### src/rtl/ex_mem_stage.sv
// rtl/ex_mem_stage.sv - EX/MEM pipeline stage with 2-entry skid buffer, branch resolve and overflow trap
module ex_mem_stage #(
    parameter int              PC_W       = 32,
    parameter logic [PC_W-1:0] EXC_VECTOR = 32'h0000_0080
) (
    input  logic            clk,
    input  logic            reset,
    input  logic            in_valid,
    output logic            in_ready,
    input  logic [31:0]     in_instruction,
    input  logic [PC_W-1:0] in_pc,
    input  logic [31:0]     in_result,
    input  logic [2:0]      in_flags,
    input  logic [31:0]     in_regB,
    output logic            out_valid,
    input  logic            out_ready,
    output logic [31:0]     out_alu,
    output logic [31:0]     out_store_data,
    output logic [4:0]      out_dest,
    output logic            out_reg_write,
    output logic            out_mem_read,
    output logic            out_mem_write,
    output logic            redirect_valid,
    output logic [PC_W-1:0] redirect_pc,
    output logic            exc_pending,
    output logic [PC_W-1:0] epc,
    input  logic            exc_ack
);

    typedef enum logic {
        RUN  = 1'b0,
        HOLD = 1'b1
    } state_t;

    typedef struct packed {
        logic [31:0] alu;
        logic [31:0] store_data;
        logic [4:0]  dest;
        logic        reg_write;
        logic        mem_read;
        logic        mem_write;
    } entry_t;

    state_t state_q, state_d;

    entry_t dec;
    entry_t out_e;
    entry_t skid_e;
    logic   skid_valid;

    logic [5:0]      opcode;
    logic [5:0]      funct;
    logic [4:0]      rt;
    logic [4:0]      rd;
    logic [15:0]     imm;
    logic            accept;
    logic            drain;
    logic            is_ovf;
    logic            br_taken;
    logic [PC_W-1:0] br_target;

    // rs, shamt and the negative flag carry no meaning for this stage
    logic unused_bits;
    assign unused_bits = ^{in_instruction[25:21], in_instruction[10:6], in_flags[1]};

    assign opcode = in_instruction[31:26];
    assign funct  = in_instruction[5:0];
    assign rt     = in_instruction[20:16];
    assign rd     = in_instruction[15:11];
    assign imm    = in_instruction[15:0];

    // Only a fully empty skid slot lets a new entry in, so a drain can never collide with a full buffer
    assign in_ready = (state_q == RUN) && !skid_valid;
    assign accept   = in_valid && in_ready;
    assign drain    = out_valid && out_ready;

    // Decode write-back/memory controls, trap condition and branch outcome of the incoming entry
    always_comb begin
        dec            = '0;
        dec.alu        = in_result;
        dec.store_data = in_regB;
        case (opcode)
            6'b000000: begin
                if (funct inside {6'h20, 6'h21, 6'h22, 6'h23, 6'h24, 6'h25, 6'h26, 6'h27,
                                  6'h2a, 6'h2b, 6'h00, 6'h02, 6'h03, 6'h04, 6'h06, 6'h07}) begin
                    dec.dest      = rd;
                    dec.reg_write = 1'b1;
                end
            end
            6'b001000, 6'b001001, 6'b001100, 6'b001101,
            6'b001110, 6'b001010, 6'b001011: begin
                dec.dest      = rt;
                dec.reg_write = 1'b1;
            end
            6'b100011: begin
                dec.dest      = rt;
                dec.reg_write = 1'b1;
                dec.mem_read  = 1'b1;
            end
            6'b101011: dec.mem_write = 1'b1;
            default: ;
        endcase

        // Signed add/addi/sub trap; the unsigned variants never do
        is_ovf = in_flags[0] &&
                 (((opcode == 6'b000000) && ((funct == 6'b100000) || (funct == 6'b100010))) ||
                  (opcode == 6'b001000));
        if (is_ovf) begin
            dec.reg_write = 1'b0;
        end

        br_taken  = ((opcode == 6'b000100) &&  in_flags[2]) ||
                    ((opcode == 6'b000101) && !in_flags[2]);
        br_target = in_pc + PC_W'(4) + {{(PC_W-18){imm[15]}}, imm, 2'b00};
    end

    // RUN/HOLD state register
    always_ff @(posedge clk) begin
        if (reset) begin
            state_q <= RUN;
        end else begin
            state_q <= state_d;
        end
    end

    // HOLD is entered on a trapping accept and left on the first handler acknowledge
    always_comb begin
        state_d = state_q;
        case (state_q)
            RUN:     if (accept && is_ovf) state_d = HOLD;
            HOLD:    if (exc_ack)          state_d = RUN;
            default: state_d = RUN;
        endcase
    end

    assign exc_pending = (state_q == HOLD);

    // Output register plus skid entry, kept in strict arrival order
    always_ff @(posedge clk) begin
        if (reset) begin
            out_valid  <= 1'b0;
            out_e      <= '0;
            skid_valid <= 1'b0;
            skid_e     <= '0;
        end else if (drain) begin
            if (skid_valid) begin
                out_e      <= skid_e;
                skid_valid <= 1'b0;
                out_valid  <= 1'b1;
            end else if (accept) begin
                out_e     <= dec;
                out_valid <= 1'b1;
            end else begin
                out_valid <= 1'b0;
            end
        end else if (accept) begin
            if (!out_valid) begin
                out_e     <= dec;
                out_valid <= 1'b1;
            end else begin
                skid_e     <= dec;
                skid_valid <= 1'b1;
            end
        end
    end

    // One-cycle redirect pulse; a trap takes precedence over a branch and records the faulting PC
    always_ff @(posedge clk) begin
        if (reset) begin
            redirect_valid <= 1'b0;
            redirect_pc    <= '0;
            epc            <= '0;
        end else begin
            redirect_valid <= 1'b0;
            if (accept && is_ovf) begin
                redirect_valid <= 1'b1;
                redirect_pc    <= EXC_VECTOR;
                epc            <= in_pc;
            end else if (accept && br_taken) begin
                redirect_valid <= 1'b1;
                redirect_pc    <= br_target;
            end
        end
    end

    assign out_alu        = out_e.alu;
    assign out_store_data = out_e.store_data;
    assign out_dest       = out_e.dest;
    assign out_reg_write  = out_e.reg_write;
    assign out_mem_read   = out_e.mem_read;
    assign out_mem_write  = out_e.mem_write;

endmodule

### config.mk
export PLATFORM = sky130hd
export DESIGN_NAME = ex_mem_stage
export DESIGN_NICKNAME = d
export VERILOG_FILES = /design/src/rtl/ex_mem_stage.sv
export SDC_FILE = /design/constraint.sdc
export NUM_CORES = 1
export LEC_CHECK = 0
export CORE_MARGIN = 1
export CORE_UTILIZATION = 45
export DETAILED_ROUTE_END_ITERATION = 7
export MAX_ROUTING_LAYER = met4
export PLACE_DENSITY = 0.87
export SLEW_MARGIN = 20
export SYNTH_ARGS = -nofsm -noshare
export SYNTH_HDL_FRONTEND = slang
export SYNTH_SLANG_ARGS = --single-unit
### constraint.sdc
create_clock -name clk -period 4.5 [get_ports clk]
set_input_delay 0.9 -clock clk [delete_from_list [all_inputs] [get_ports clk]]
set_output_delay 0.9 -clock clk [all_outputs]
set_load 0.02 [all_outputs]
Word-level counts from Yosys, hierarchy flattened

Index checks and enable logic that the tools add are counted.

Order comparisons: 0
Shift-type cells: 0
Div/mod/pow operators: 0
Equal/unequal tests: 27
Multiplexer cells: 21
Bitwise logic cells: 2
Add/subtract/negate cells: 2
Reductions and logical operators: 26
Multipliers: 0

Operators by type and width:

| operator                                               | number |
|---|---|
| two-way mux 72 bit                                     | 5 |
| == test 6 bit (second input constant)                  | 12 |
| == test 6 x 4 -> 1 bit (second input constant)         | 7 |
| adder 32 x 3 -> 32 bit (second input constant)         | 1 |
| adder 32 bit                                           | 1 |
| == test 6 x 3 -> 1 bit (second input constant)         | 5 |
| two-way mux 8 bit                                      | 2 |
| nonzero test 16 bit                                    | 1 |
| == test 6 x 2 -> 1 bit (second input constant)         | 2 |
| logical NOT 6 bit                                      | 2 |
| case mux 6 bit (2 select lines)                        | 1 |
| two-way mux 1 bit                                      | 11 |
| logical AND 1 bit                                      | 9 |
| OR reduction 8 bit                                     | 1 |
| two-way mux 6 bit                                      | 1 |
| AND reduction 3 bit                                    | 2 |
| nonzero test 2 bit                                     | 3 |
| OR reduction 2 bit                                     | 2 |
| logical OR 1 bit                                       | 3 |
| logical NOT 1 bit                                      | 2 |
| inequality test 2 x 1 -> 1 bit (second input constant) | 1 |
| NOT 1 bit                                              | 2 |
| case mux 1 bit (2 select lines)                        | 1 |
| AND reduction 2 bit                                    | 1 |

Memories kept: 0
Latch bits: 0
Output and inout port bits: 140
Memory bits (writable): 0
Logic and storage cells: 97
Register bits: 212
Input bits: 136
Memory bits (read-only): 0

Longest topological paths before layout

Gate-level depths: netlist (run 1).

Depth after elaboration: 9
Depth in mapped cells: 13
Mapped depth without buffers: 13

Worst setup path before layout (run 1)

OpenSTA, ideal clock, no wires.

Path type: input-to-reg
Start point: input port in_instruction[1]
End point: register redirect_pc[19]
Buffers on the path: 0
Setup time: 120 ps
Stages on the path: 11
Data arrival time: 3274 ps
Slack: 1106 ps
Data required time: 4380 ps
Cells stage by stage: ha_1 > ha_1 > fa_1 > a21o_1 > a221oi_2 > o21ai_1 > a311oi_1 > o31ai_1 > xor2_1 > nand2_1 > a21oi_1

Cells in the longest elaborated chain, start to end: 7
Elaborated cells on any way between the ends: 9
Those cells by class: 1 x add/sub; 2 x eq/ne; 6 x reduce/logical

RTL lines:

| item                                                 | RTL line | RTL |
|---|---|---|
| start, declared                                      | 10       | `input logic [31:0] in_instruction,` |
| branches (longest 7 deep; another with adder 32 bit) | --       |  |
| end signal, assigned                                 | 181      | `redirect_pc <= br_target;` |
| end, declared                                        | 24       | `output logic [PC_W-1:0] redirect_pc,` |

Several ways; the timed one is not identified.
A chain may end at the register's enable or synchronous reset.

Worst setup path after layout (run 1)

Start point: input port in_instruction[1]
End point: register redirect_pc[31]

Same word-level chain as after synthesis.

==> key figures, run 1 <==
Timing
  – RSZ-0062 raised after global routing: false
  – Post-route worst setup slack: 0.689 ns
  – Hold Slack: 0.448 ns
  – Max-slew headroom at the worst pin: 31.8%
  – Final setup viols: 0
  – Setup TNS: 0 ns
  – Fin. Hold Viols: 0
  – Fin crit period: 3.81 ns
  – Max Slew Vio Count: 0
  – Final clock skew: 0.0109 ns
  – Part of the cycle the worst path needs: 84.7%
  – Fmax: 0.262 GHz
  – Worst Max-Slew Pin Slew: 1.02 ns

Pwr
  – Overall power: 5.02 mW
  – Static Leakage: 5.48 nW
  – Peak VDD IR: 0.000385 V
  – Power Dens Cells: 369 nW/um^2

Floorplanning
  – Row count: 53
  – Die area: 22,500 sq um
  – Initial core utilization: 46.4%
  – Die width: 150 um
  – Core area: 21,300 sq um
  – IO Count: 276
  – Vertical die dimension: 150 um

Synth
  – Syn nets: 1,379
  – Portion of netlist area occupied by mux cells: 6.81%
  – Adder-Cell Fraction of Synth Area: 7.43%
  – Top-area cell type share of the netlist area: 43.0%
  – Synth Flop Type: dfxtp_1
  – Count leader, synth: nand2_1
  – Seq/Total Area, Yosys: 43.0%
  – Synth Cell Area: 9870 sq um
  – Mean post-synth cell area: 8.33 sq um
  – Largest family of logic cells by synthesized area: compound AO/OA/AOI/OAI gates
  – Simple-Gate Fraction of Synth Area: 17.0%
  – Compound-cell area share of the yosys netlist: 20.0%
  – Top cells by area, synth: dfxtp_1, nand2_1, a21oi_1
  – Commonest cells post-synth: nand2_1, dfxtp_1, a21oi_1, nor2_1, a211oi_1
  – YS warnings: 0
  – Yosys top cell by area: dfxtp_1
  – Post-Syn Instances: 1,185
  – Distinct cells, synth: 58
  – Post-synth EDFFs: 0
  – Count of state elements after synthesis: 212
  – Post-Synth XOR/XNOR Area: 2.13%
  – FFs w/ async S/R, synth: 0%

Worst setup path
  – Crit path capture type: flop
  – Worst EP arrival: 4.19 ns
  – R2r startpoint: skid_valid
  – CP required: 4.87 ns
  – Max FO, Critical Path: 3
  – Crit path launch type: input port
  – Worst Reg2Reg Path Length in Cells: 7
  – Crit path to: redirect_pc[31]
  – Critical path type: in2reg
  – Origin of the worst setup path: in_instruction[1]
  – FF-to-FF setup slack: 2.02 ns
  – Reg2reg end: redirect_pc[30]

CTS
  – Post-CTS setup buffer count: 0
  – Clock-pin slew on the worst setup and hold paths: 0.06 ns
  – Root buffer cell: clkbuf_16
  – CTS tree: done
  – CTS hold repair buffers: 0
  – Worst skew pair latency: 0.52 ns
  – Number of H-tree levels: 1
  – Cts repair resizes: 0
  – Number of buffers created by CTS: 24
  – CTS sink cnt: 212
  – Max Buffers Root-to-Sink: 3

Route
  – Routed WL: 29,100 um
  – Vias after detailed routing: 9,344
  – Drc violations: 0
  – TritonRoute pass-1 iters: 5
  – Via-to-Cell Ratio: 5.48
  – Initial detailed-routing violation count: 469
  – Number of routed nets with antenna violations: 0
  – WL/cell: 17.1 um

GRT
  – Largest net degree at the start of global routing: 140
  – Vias in the first global route: 8,946
  – Global-route wire length before repair: 44,900 um
  – GRT Util Overall: 25.9%
  – Initial antenna violation count: 1
  – Grt ovf: 0

Placement
  – DP Area: 12,800 sq um
  – Dpl hpwl: 20,300 um
  – Pre-CTS setup slack: 0.234 ns
  – Final GP Congestion: 0.870
  – DP Cell Count: 1,660
  – Port buffer count: 269

Final layout
  – Post-route design area: 13,600 sq um
  – Share of cells above drive strength 1: 4.90%
  – Final cell count without fillers: 1,705
  – Util after Layout: 64.0%
  – Nets: 1,605
  – Layout area overhead: 37.9%

Status
  – Status: finished, final reports clean

Hold path
  – Hold Crit Class: reg2reg
  – Hold path depth: 2

Flow run
  – Max-cap violation count: 0
## state kept, by name, indices dropped and copies added, names as in the netlist, 5 cells and up
register,flops
redirect_pc,32
out_store_data,32
out_alu,32
out_dest,5
skid_e,72
epc,32
## layout make-up
class / count / area, sq um
diodes: 1 / 2.50
clock buffers: 27 / 632
clock inverters: 17 / 228
fillers: 1719 / 7670
inverters: 12 / 45.0
multi-input cells: 878 / 5300
flip-flops and latches: 212 / 4240
well taps: 275 / 344
repair buffers: 283 / 2820
## report_power, final
group | switching, mW | internal [mW] | leakage, nW
registers | 0.0416 | 1.96 | 1.73
logic | 0.497 | 0.414 | 3.32
clock network | 0.809 | 1.30 | 0.429
## cells in the final DEF (no fill, tap or decap), drive strengths merged, types with 10 or more instances in the layout
cell type      instances
a211oi                77
a21o                  10
a21oi                153
buf                   15
clkbuf                27
clkdlybuf4s50        268
clkinv                10
dfxtp                212
ha                    57
inv                   13
mux2i                 66
nand2                269
nand3                 10
nor2                  98
o21ai                 23
xnor2                 14
xor2                  10
## metal layers
layer	vias to the layer above	global-route usage (%)	routed length [um]
li1	4615	-	-
met1	4332	29.4	11700
met2	324	43.5	14100
met3	73	5.97	2100
met4	0	11.0	1160
met5	-	-	0
## cells by family after synthesis
| family | Yosys count |
|---|---|
| xor gates and xnor gates | 24 |
| buffers and inverters | 95 |
| DFF | 212 |
| AOI/OAI and AO/OA | 313 |
| and+or+nand+nor | 416 |
| muxes | 67 |
| adders and majority gates | 58 |
## critical path, stage by stage
cell	delay [ns]
clkdlybuf4s50_1	0.44
ha_1	0.31
ha_1	0.26
fa_1	0.42
a21o_1	0.22
a221oi_2	0.37
nor2_1	0.13
o21ai_1	0.29
nand3_1	0.23
a221oi_1	0.37
xnor2_1	0.17
o21ai_1	0.08
## worst min path at each step
stage	startpoint	end
global route	out_dest[4]	out_dest[4]
detailed placement	redirect_pc[22]	redirect_pc[22]
CTS	redirect_pc[22]	redirect_pc[22]
floorplan	skid_e[10]	skid_e[10]
finish	redirect_pc[29]	redirect_pc[29]
global placement	redirect_pc[31]	redirect_pc[31]
Note: power is estimated with default switching activity, not from simulation.
==> run 2, diff against run 1 <==
--- a/config.mk
+++ b/config.mk
@@ -6,10 +6,10 @@
 export NUM_CORES = 1
 export LEC_CHECK = 0
 export CORE_MARGIN = 1
-export CORE_UTILIZATION = 45
+export CORE_UTILIZATION = 44
 export DETAILED_ROUTE_END_ITERATION = 7
 export MAX_ROUTING_LAYER = met4
-export PLACE_DENSITY = 0.87
+export PLACE_DENSITY = 0.88
 export SLEW_MARGIN = 20
 export SYNTH_ARGS = -nofsm -noshare
 export SYNTH_HDL_FRONTEND = slang
==> constraint.sdc (replaced) <==
create_clock -name clk -period 3.2 [get_ports clk]
set_input_delay 0.64 -clock clk [delete_from_list [all_inputs] [get_ports clk]]
set_output_delay 0.64 -clock clk [all_outputs]
set_load 0.02 [all_outputs]
==> run 2 against run 1 <==
Sequential cell count is the same. Clock power is 27% higher. Non-clock buffer count up 94. Clock-buffer cell count grew 8. Wire length grew 4.3%. Die area increased by 2.2%. Worst setup slack worse by 0.59 ns. Sequential power grew 41%. First-iteration DRC count is 9.6% higher. Core utilization increased by 1.5 points. Via count is 3.7% higher.
==> key figures, run 2 (synthesized netlist as in run 1, its figures left out) <==
Worst setup path
  – Worst-path cell chain: clkdlybuf4s50_1 > ha_1 > ha_2 > fa_2 > a21o_1 > a221oi_2 > buf_4 > nor2_1 > o21ai_2 > nand3_2 > a221oi_2 > xnor2_1 > o21ai_1
  – Crit path launch type: input port
  – Critical path type: in2reg
  – CP max stage cell: clkdlybuf4s50_1
  – Max FO, Critical Path: 3
  – Peak per-stage delay on the critical path: 0.50 ns
  – CP required: 3.60 ns
  – Critical Path Most Common Cell: a221oi_2
  – Crit path capture type: flop
  – Worst EP arrival: 3.50 ns

Timing
  – Fin. Hold Viols: 0
  – Setup TNS: 0 ns
  – Hold Slack: 0.451 ns
  – RSZ-0062 raised after global routing: false
  – Part of the cycle the worst path needs: 96.8%
  – Worst Max-Slew Pin Slew: 0.839 ns
  – Max-slew headroom at the worst pin: 43.9%
  – Final setup viols: 0
  – Fin crit period: 3.10 ns
  – Fmax: 0.323 GHz
  – Final clock skew: 0.0136 ns
  – Max Slew Vio Count: 0

Final layout
  – Max reg flops: 72
  – Nets: 1,699
  – Most flops, register: skid_e
  – Final cell count without fillers: 1,801
  – Commonest non-fill, non-tap cells in the layout: clkdlybuf4s50_1, nand2_1, dfxtp_1, a21oi_1, buf_4
  – Fill cells: 1,735
  – Most common cell after layout, fill and taps aside: clkdlybuf4s50_1
  – Post-route design area: 14,300 sq um
  – Layout area overhead: 45.2%
  – Share of cells above drive strength 1: 10.9%

CTS
  – Root buffer cell: clkbuf_16
  – CTS tree: done
  – Clock-pin slew on the worst setup and hold paths: 0.06 ns
  – Max Buffers Root-to-Sink: 3
  – CTS sink cnt: 212
  – Number of H-tree levels: 1
  – Worst skew pair latency: 0.51 ns
  – CTS hold repair buffers: 0
  – Number of buffers created by CTS: 24

GRT
  – Largest net degree at the start of global routing: 140
  – Met3 GRT Util: 5.15%
  – Busiest grt layer: met2
  – Grt ovf: 0
  – Grt met1 use: 30.5%
  – GRT Util Overall: 26.4%
  – Vias in the first global route: 9,477
  – M2 GR Usage: 45.6%
  – Initial antenna violation count: 1
  – Global-route wire length before repair: 46,900 um

Floorplanning
  – IO Count: 276
  – Die area: 23,000 sq um
  – Core area: 21,900 sq um
  – Row count: 54
  – Vertical die dimension: 152 um
  – Die width: 152 um
  – Initial core utilization: 45.1%

Route
  – WL/cell: 16.9 um
  – Routed WL: 30,400 um
  – Number of routed nets with antenna violations: 0
  – TritonRoute pass-1 iters: 5
  – Drc violations: 0
  – Via-to-Cell Ratio: 5.38
  – Vias after detailed routing: 9,691
  – Initial detailed-routing violation count: 514

Pwr
  – Peak VDD IR: 0.000320 V
  – Power Dens Cells: 486 nW/um^2
  – Static Leakage: 5.89 nW

Placement
  – DP Area: 13,500 sq um
  – Port buffer count: 269
  – Final GP Congestion: 0.897
  – DP Cell Count: 1,758
  – Dpl hpwl: 21,700 um

Flow run
  – Max-cap violation count: 0

Status
  – Status: finished, final reports clean

Hold path
  – Hold Crit Class: reg2reg
[run 2: cell count changes in the layout (fill, tap and decap cells not counted), sizes merged]
cell      before  now
clkinv        10    3
clkinvlp       1    2
buf           15  109
inv           13   12
clkbuf        27   35
bufinv         5    1
[run 2: metrics by stage]
step / utilization [%] / power, mW / worst slack (ns)
2_1_floorplan: - / 3.60 / 0.0663
3_3_place_gp: 61.7 / 4.29 / -0.541
3_5_place_dp: 61.7 / 4.31 / -0.582
4_1_cts: 65.2 / 7.00 / 0.00858
5_1_grt: 65.5 / 7.26 / 0.00273
6_report: 65.5 / 6.97 / 0.103
[run 2: worst max-delay path: cells and delay by family]
kind	cells	cell delay, ns
compound gates	5	1.03
xor+xnor	1	0.16
buf+inv	2	0.66
fa+ha+maj	3	0.80
simple gates	2	0.19
[run 2: cell type report]
cell class | instances | area [sq um] | area share [%]
antenna | 1 | 2.50 | 0.0175
clock buffer | 35 | 703 | 4.90
clock inverter | 6 | 63.8 | 0.445
inverter | 12 | 45.0 | 0.314
multi-input combinational | 878 | 5350 | 37.3
sequential | 212 | 4240 | 29.6
tap | 280 | 350 | 2.44
timing repair buffer | 377 | 3580 | 25.0
[run 2: path summary, 6_finish.rpt]
| kind | startpoint | end | slack [ns] | cells past startpoint |
|---|---|---|---|---|
| setup reg to reg | skid_valid | redirect_pc[27] | 0.71 | 7 |
| setup / recovery | in_pc[3] | redirect_pc[31] | 0.10 | 13 |
| hold / removal | epc[14] | epc[14] | 0.45 | 2 |
| hold reg to reg | epc[14] | epc[14] | 0.45 | 2 |
[run 2: layer usage]
metal,up-vias,wire length [um]
li1,4790,-
met2,288,14900
met5,-,0
met1,4541,12600
met3,72,1930
met4,0,975
[run 2: report_power, final]
part	internal [mW]	switching (mW)	total, mW	leakage (nW)
Clock	1.60	1.08	2.68	0.370
Combinational	0.729	0.746	1.47	3.79
Sequential	2.75	0.0619	2.81	1.73
[run 2: timing repair]
item,CTS,global route
gates resized for setup,1,9
pin swaps,1,5
endpoints found under the setup margin,4,6
setup buffers,0,1
cloned,0,0
endpoints found under the hold margin,0,0
